==> config.mk <==
export PLATFORM = sky130hd
export DESIGN_NAME = da_p2s
export DESIGN_NICKNAME = d
export VERILOG_FILES = /design/src/rtl/da_pkg.sv /design/src/rtl/da_sclk_div.sv /design/src/rtl/da_p2s.sv
export SDC_FILE = /design/constraint.sdc
export NUM_CORES = 1
export LEC_CHECK = 0
export BUFFER_PORTS_ARGS = -buffer_cell sky130_fd_sc_hd__buf_2
export CAP_MARGIN = 40
export CORE_MARGIN = 3
export CORE_UTILIZATION = 30
export CTS_CLUSTER_SIZE = 14
export DETAILED_ROUTE_END_ITERATION = 8
export GPL_ROUTABILITY_DRIVEN = 0
export PLACE_DENSITY = 0.5
export SLEW_MARGIN = 5
export SYNTH_ARGS = -nofsm -noshare
export SYNTH_HDL_FRONTEND = slang
export SYNTH_SLANG_ARGS = --single-unit
==> constraint.sdc <==
create_clock -name clk_sys -period 2.6 [get_ports clk_sys]
set_clock_uncertainty 0.2 [all_clocks]
set_input_delay 0.39 -clock clk_sys [delete_from_list [all_inputs] [get_ports clk_sys]]
set_output_delay 0.39 -clock clk_sys [all_outputs]
set_load 0.02 [all_outputs]
==> src/rtl/da_pkg.sv <==
// Shared types and default parameters for the da_p2s DAC serializer.
// Pulls in no other package; the optional ldac_n feature is selected with DA_LDAC_EN.
package da_pkg;

    typedef enum logic [2:0] {
        IDLE,
        SETUP,
        SHIFT,
        HOLD,
        GAP
    } da_state_t;

    localparam int DEF_DATA_W   = 16;
    localparam int DEF_SCLK_DIV = 4;
    localparam int DEF_CSN_GAP  = 2;

    // Accept-to-accept spacing is one cycle longer than this, because of the IDLE cycle.
    localparam int FRAME_CYC = DEF_SCLK_DIV * (2 * DEF_DATA_W + 2 + DEF_CSN_GAP);

endpackage

==> src/rtl/da_sclk_div.sv <==
// Half-period timer: counts 0..DIV-1 and flags the terminal count.
// A clear restarts the count, so every state begins with a full half-period.
module da_sclk_div
    import da_pkg::*;
#(
    parameter int DIV = DEF_SCLK_DIV
) (
    input  logic clk_sys,
    input  logic rst,
    input  logic clr,
    output logic tick
);

    localparam int CW = (DIV > 1) ? $clog2(DIV) : 1;
    localparam logic [CW-1:0] TC = CW'(DIV - 1);

    logic [CW-1:0] cnt;

    always_ff @(posedge clk_sys or posedge rst) begin
        if (rst)
            cnt <= '0;
        else if (clr || cnt == TC)
            cnt <= '0;
        else
            cnt <= cnt + 1'b1;
    end

    assign tick = (cnt == TC);

endmodule

==> src/rtl/da_p2s.sv <==
// Parallel-to-serial DAC driver: one cs_n-framed, MSB-first SPI write per accepted word.
// Optional DA_LDAC_EN adds an ldac_n strobe that goes low with da_done.
//
//   state | meaning
//   IDLE  | da_rdy=1, waiting for da_vld
//   SETUP | cs_n low, sclk high, sdata = MSB
//   SHIFT | DATA_W bits, sclk low then high each bit
//   HOLD  | cs_n low, sclk high, sdata = LSB
//   GAP   | cs_n high, sdata 0, da_done on first cycle
module da_p2s
    import da_pkg::*;
#(
    parameter int DATA_W   = DEF_DATA_W,
    parameter int SCLK_DIV = DEF_SCLK_DIV,
    parameter int CSN_GAP  = DEF_CSN_GAP
) (
    input  logic              clk_sys,
    input  logic              rst,
    input  logic [DATA_W-1:0] da_data,
    input  logic              da_vld,
    output logic              da_rdy,
    output logic              da_done,
    output logic              cs_n,
    output logic              sclk,
    output logic              sdata
`ifdef DA_LDAC_EN
    ,
    output logic              ldac_n
`endif
);

`ifdef DA_LDAC_EN
    localparam int GAP_HP = (CSN_GAP < 1) ? 1 : CSN_GAP;
`else
    localparam int GAP_HP = CSN_GAP;
`endif
    localparam int BW = $clog2(DATA_W);
    localparam int GW = (GAP_HP > 1) ? $clog2(GAP_HP) : 1;
    localparam logic [BW-1:0] BIT_LAST = BW'(DATA_W - 1);
    localparam logic [GW-1:0] GAP_LAST = GW'(GAP_HP - 1);

    da_state_t         state, state_nxt;
    logic              phase, phase_nxt;
    logic [BW-1:0]     bit_cnt, bit_cnt_nxt;
    logic [GW-1:0]     gap_cnt, gap_cnt_nxt;
    logic [DATA_W-1:0] shreg, shreg_nxt;
    logic              tick, clr, accept, frame_nxt;

    assign accept    = da_vld & da_rdy;
    assign clr       = (state_nxt != state);
    assign frame_nxt = (state_nxt == SETUP) || (state_nxt == SHIFT) || (state_nxt == HOLD);

    da_sclk_div #(.DIV(SCLK_DIV)) u_div (
        .clk_sys (clk_sys),
        .rst     (rst),
        .clr     (clr),
        .tick    (tick)
    );

    always_comb begin
        state_nxt   = state;
        phase_nxt   = phase;
        bit_cnt_nxt = bit_cnt;
        gap_cnt_nxt = gap_cnt;
        shreg_nxt   = shreg;
        case (state)
            IDLE: if (accept) begin
                state_nxt = SETUP;
                shreg_nxt = da_data;
            end
            SETUP: if (tick) begin
                state_nxt   = SHIFT;
                phase_nxt   = 1'b0;
                bit_cnt_nxt = BIT_LAST;
            end
            SHIFT: if (tick) begin
                // phase 0 -> 1 is the sclk rise; the last bit keeps its value into HOLD
                if (!phase) begin
                    phase_nxt = 1'b1;
                    if (bit_cnt != '0)
                        shreg_nxt = {shreg[DATA_W-2:0], 1'b0};
                end else if (bit_cnt == '0) begin
                    state_nxt = HOLD;
                end else begin
                    phase_nxt   = 1'b0;
                    bit_cnt_nxt = bit_cnt - 1'b1;
                end
            end
            HOLD: if (tick) begin
                state_nxt   = GAP;
                gap_cnt_nxt = '0;
            end
            GAP: if (tick) begin
                if (gap_cnt == GAP_LAST)
                    state_nxt = IDLE;
                else
                    gap_cnt_nxt = gap_cnt + 1'b1;
            end
            default: state_nxt = IDLE;
        endcase
    end

    always_ff @(posedge clk_sys or posedge rst) begin
        if (rst) begin
            state   <= IDLE;
            phase   <= 1'b0;
            bit_cnt <= '0;
            gap_cnt <= '0;
            shreg   <= '0;
            cs_n    <= 1'b1;
            sclk    <= 1'b1;
            sdata   <= 1'b0;
            da_rdy  <= 1'b0;
            da_done <= 1'b0;
`ifdef DA_LDAC_EN
            ldac_n  <= 1'b1;
`endif
        end else begin
            state   <= state_nxt;
            phase   <= phase_nxt;
            bit_cnt <= bit_cnt_nxt;
            gap_cnt <= gap_cnt_nxt;
            shreg   <= shreg_nxt;
            cs_n    <= !frame_nxt;
            sclk    <= !((state_nxt == SHIFT) && !phase_nxt);
            sdata   <= frame_nxt ? shreg_nxt[DATA_W-1] : 1'b0;
            da_rdy  <= (state_nxt == IDLE);
            da_done <= (state == HOLD) && (state_nxt == GAP);
`ifdef DA_LDAC_EN
            ldac_n  <= !((state_nxt == GAP) && (gap_cnt_nxt == '0));
`endif
        end
    end

endmodule

Word level (Yosys, flattened, before mapping)
Index checks and enable logic that the tools add are counted.

Bits in latches: 0. Output and inout port bits: 5. Memory bits (read-only): 0. Bits in registers: 32. Input bits: 19. Bits in writable memories: 0. Word-level logic and storage cells: 83. Memories: 0.

Eq/ne operators: 19. Shifts and indexed selects: 0. Muxes and demuxes: 30. Reductions and logical operators: 18. $mul: 0. Add/sub/neg operators: 3. $lt $le $gt $ge: 0. Bitwise operators: 1. Div/mod/pow operators: 0.

Operators with widths (count): $mux W16 (4); $pmux W16 S2 (1); $mux W3 (8); $ne A2 B2 Y1 const B (9); $mux W4 (4); $pmux W3 S5 (1); $eq A3 B2 Y1 const B (4); $reduce_and A5 Y1 (2); $mux W1 (8); $pmux W4 S2 (1); $eq A3 B1 Y1 const B (2); $eq A3 B3 Y1 const B (2); $logic_not A3 Y1 (2); $reduce_bool A2 Y1 (3); $logic_not A4 Y1 (1); $pmux W1 S2 (2); $reduce_bool A4 Y1 (1); $sub A4 B1 Y4 const B (1); $logic_not A1 Y1 (3); $logic_or A1 B1 Y1 (3); $ne A3 B3 Y1 (1); $reduce_and A3 Y1 (1); $add A2 B1 Y2 const B (1); $eq A2 B2 Y1 const B (1); other kinds (4) (5).

Longest topological paths before layout
Depth after elaboration: 9. Gate-level depth with buffers: 8.

Cells and area by module
From an unflattened synthesis, not the netlist that was laid out.

Cells, all modules: 136. Area, all modules: 1587.8 um^2.

By module, submodules not included: da_p2s (instances 1, sequential area each 753.2 um^2, area an instance 1498.9 um^2, cells each 130); da_sclk_div (instances 1, sequential area each 50.0 um^2, area an instance 88.8 um^2, cells each 6).

Worst setup path before layout
No wires, ideal clock.

Kind: register -> register. Start: register bit_cnt[0]. End: register shreg[11]. Setup slack: 622 ps. Clock period less this slack: 1978 ps. Arrival time: 1660 ps. Path buffers: 2. Setup time: 118 ps. Cell stages (with the launch flop): 9. Required time: 2282 ps. Cells stage by stage: dfrtp_1 inv_1 ha_1 nor3b_4 and4bb_1 buf_6 buf_8 a22o_1 a21o_1.

Cells in the longest elaborated chain, start to end: 3.

Ends and longest elaborated chain: from (decl) (RTL line da_p2s.sv:44) `logic [BW-1:0] bit_cnt, bit_cnt_nxt;`; from (signal assigned) (RTL line da_p2s.sv:121) `bit_cnt <= bit_cnt_nxt;`; $reduce_bool A4 Y1 (RTL line da_p2s.sv:80) `if (bit_cnt != '0)`; $ne A2 B2 Y1 (no source line); $reduce_and A5 Y1 (no source line); to (signal assigned) (RTL line da_p2s.sv:123) `shreg <= shreg_nxt;`; to (decl) (RTL line da_p2s.sv:46) `logic [DATA_W-1:0] shreg, shreg_nxt;`.

No other way between the ends. A chain may end at the register's enable or synchronous reset.

Worst setup path in the final report
Same ends and word-level chain as after synthesis.

==> results.py <==
metrics = {
    "synth": {
        "ys_ff_latch": 32,
        "syn-num-nets": 155,
        "synth_compound_area_frac": 0.249,
        "syn_area_um2": 1550,
        "synth_xor_area_frac": 0.00567,
        "synth_cells": 134,
        "ys.flop_type": "dfrtp_1",
        "synth_simple_gate_area_frac": 0.151,
        "synth_cell_types": 40,
        "synthMuxAreaShare": 0,
        "synth_area_per_cell_um2": 11.5,
        "synthAdderAreaFrac": 0.0162,
        "yosys.area.top_type": "dfrtp_1",
        "synth_top_family_by_area": "compound AO/OA/AOI/OAI gates",
        "synth-seq-area-share": 0.520,
        "yosys-top-cells-area": "dfrtp_1, a22o_1, a21o_1",
        "synth_enable_flop_cells": 0,
        "async_reset_ff_frac": 1.00,
        "synth.top_cell.area_share": 0.486,
        "ys_warn_count": 0,
    },
    "clocking": {
        "postCtsSetupBuffers": 0,
        "cts_made_buffers": 5,
        "cts_buffer_depth": 2,
        "clock-sinks": 32,
        "cts_tree": "done",
        "worstSkewPairLatency_ps": 270,
        "clkTransAtPathRegs_ps": 70,
        "root_buffer": "clkbuf_8",
        "htreeDepth": 2,
    },
    "floorplanning": {
        "rows": 25,
        "coreArea_um2": 4850,
        "dieHeight_um": 77.8,
        "io_pins": 24,
        "fp.dieArea_um2": 6050,
        "die_x_um": 77.8,
        "initial_core_util": 0.319,
    },
    "job": {
        "maxCapViolations": 0,
    },
    "timing": {
        "fin_crit_ps": 2290,
        "tns_ps": 0,
        "setup_viol": 0,
        "worst_pin_slew_ps": 732,
        "fin_hold_ws_ps": 144,
        "hold_viol": 0,
        "max_slew_margin": 0.512,
        "min_period_over_period": 0.879,
        "rsz0062_at_grt": "no",
        "fmax_mhz": 437,
        "drv_slew": 0,
    },
    "final_layout": {
        "mostFrequentLayoutCell": "dfrtp_1",
        "diodes": 0,
        "synthToLayoutAreaGrowth_pct": 19.9,
        "final_area_um2": 1850,
        "fill_cells": 492,
        "drive_above_1_share": 0.290,
        "fin_nets": 182,
        "final_cell_mix": "dfrtp_1, buf_2, a22o_1",
    },
    "grt": {
        "grt_pass1_wl_mm": 5.62,
        "grt_pass1_vias": 1148,
        "grt_max_degree": 33,
        "antenna_found_initial": 0,
        "grt.total_usage": 0.116,
        "grt-ovfl-total": 0,
    },
    "worst_hold_path": {
        "hp-start": "da_data[0]",
        "hold_path_class": "in -> reg",
    },
    "setup_path": {
        "crit_required_ps": 2570,
        "startpoint": "bit_cnt[0]",
        "start_kind": "flip-flop",
        "critical_path_class": "reg -> reg",
        "critPathCapture": "shreg[11]",
        "rr_startpoint": "bit_cnt[0]",
        "cp.arrival_ps": 2250,
        "r2r_slack_ps": 310,
        "cp-end-kind": "flip-flop",
        "timing.rr.end": "shreg[11]",
        "crit_fanout": 18,
        "worstRegToRegCells": 6,
    },
    "run_status": {
        "outcome": "complete, no violations",
    },
    "routing": {
        "via_count": 1115,
        "drt-pass1-iter-count": 4,
        "drtAntennaViolNets": 0,
        "drc": 0,
        "drt_iter0_markers": 54,
        "routed_wl_mm": 3.11,
        "wl_per_cell_um": 13.6,
        "vias_per_cell": 4.87,
    },
    "pwr": {
        "leakage_uw": 0.000987,
        "powerDensity_nw_per_um2": 559,
        "total_power_uw": 1040,
        "ir_drop_mv": 0.222,
    },
    "placement": {
        "io_buffers": 23,
        "dp_hpwl_mm": 2.20,
        "place_area_um2": 1720,
    },
}
-- routing by layer --
metal	wire length, um	GRT usage	up-vias	share of wire
met4	14	0.0374	0	0.0045
li1	-	-	545	-
met2	1500	0.188	23	0.48
met1	1420	0.143	545	0.46
met5	0	0	-	0
met3	174	0.0418	2	0.056
-- logic make-up (layout without fill, tap and decap cells) --
kind of cell / Yosys count / count (layout)
and+or+nand+nor: 34 / 34
DFF: 32 / 32
xor gates and xnor gates: 1 / 1
AOI/OAI and AO/OA: 49 / 49
buffers and inverters: 16 / 44
adders and majority gates: 2 / 2
-- worst min-delay path by stage --
stage,to,slack (ps),depth (start not counted)
6_report,shreg[0],140,3
4_1_cts,shreg[0],130,3
3_5_place_dp,u_div.cnt[0],250,1
2_1_floorplan,u_div.cnt[0],220,1
3_3_place_gp,u_div.cnt[0],240,1
5_1_grt,shreg[0],150,3
-- critical path: stages (launching register included) --
cell and delay [ps]:
dfrtp_1 380, inv_1 60, ha_1 200, nor3b_4 160, and4bb_1 750, nor2_4 190
a21o_1 230
-- report_power, final --
part / internal (uW) / switching [uW]
clock: 338 / 174
sequential: 498 / 0
combinational: 11.5 / 14.5
-- sequential cells by signal, indices dropped and copies added (netlist names) --
signal / cells
shreg: 16
u_div.cnt: 2
da_done: 1
bit_cnt: 4
gap_cnt: 1
state: 3
sdata: 1
phase: 1
cs_n: 1
da_rdy: 1
sclk: 1
-- cells in the mapped netlist, types with 3 or more instances --
| master | number |
|---|---|
| dfrtp_1 | 30 |
| a22o_1 | 15 |
| a21o_1 | 14 |
| nand2_1 | 8 |
| inv_1 | 7 |
| nor3_1 | 5 |
| a21oi_1 | 4 |
| buf_2 | 4 |
| nor2_1 | 4 |
| a31oi_1 | 3 |
| o21ai_1 | 3 |
-- through the flow --
| stage | util | instances | setup WS [ps] |
|---|---|---|---|
| final | 0.382 | 229 | 314 |
| after global placement | 0.354 | 220 | 371 |
| after floorplan | - | 134 | 622 |
| after detailed placement | 0.354 | 220 | 287 |
| after CTS | 0.382 | 229 | 285 |
| after global routing | 0.382 | 229 | 160 |
-- final cells by class --
cell class              instances  area (um2)  share of cell area
inverters                       7        26.3              0.0142
multi-input cells              86         651               0.351
clock buffers                   7        96.3              0.0520
repair buffers                 29         163              0.0878
clock inverters                 1        30.0              0.0162
flip-flops and latches         32         803               0.433
well taps                      67        83.8              0.0452
-- repair_timing --
item,in CTS,in global routing
endpoints found under the hold margin,26,0
resized for setup,0,0
hold buffers,1,0
(Power assumes the default switching activity.)
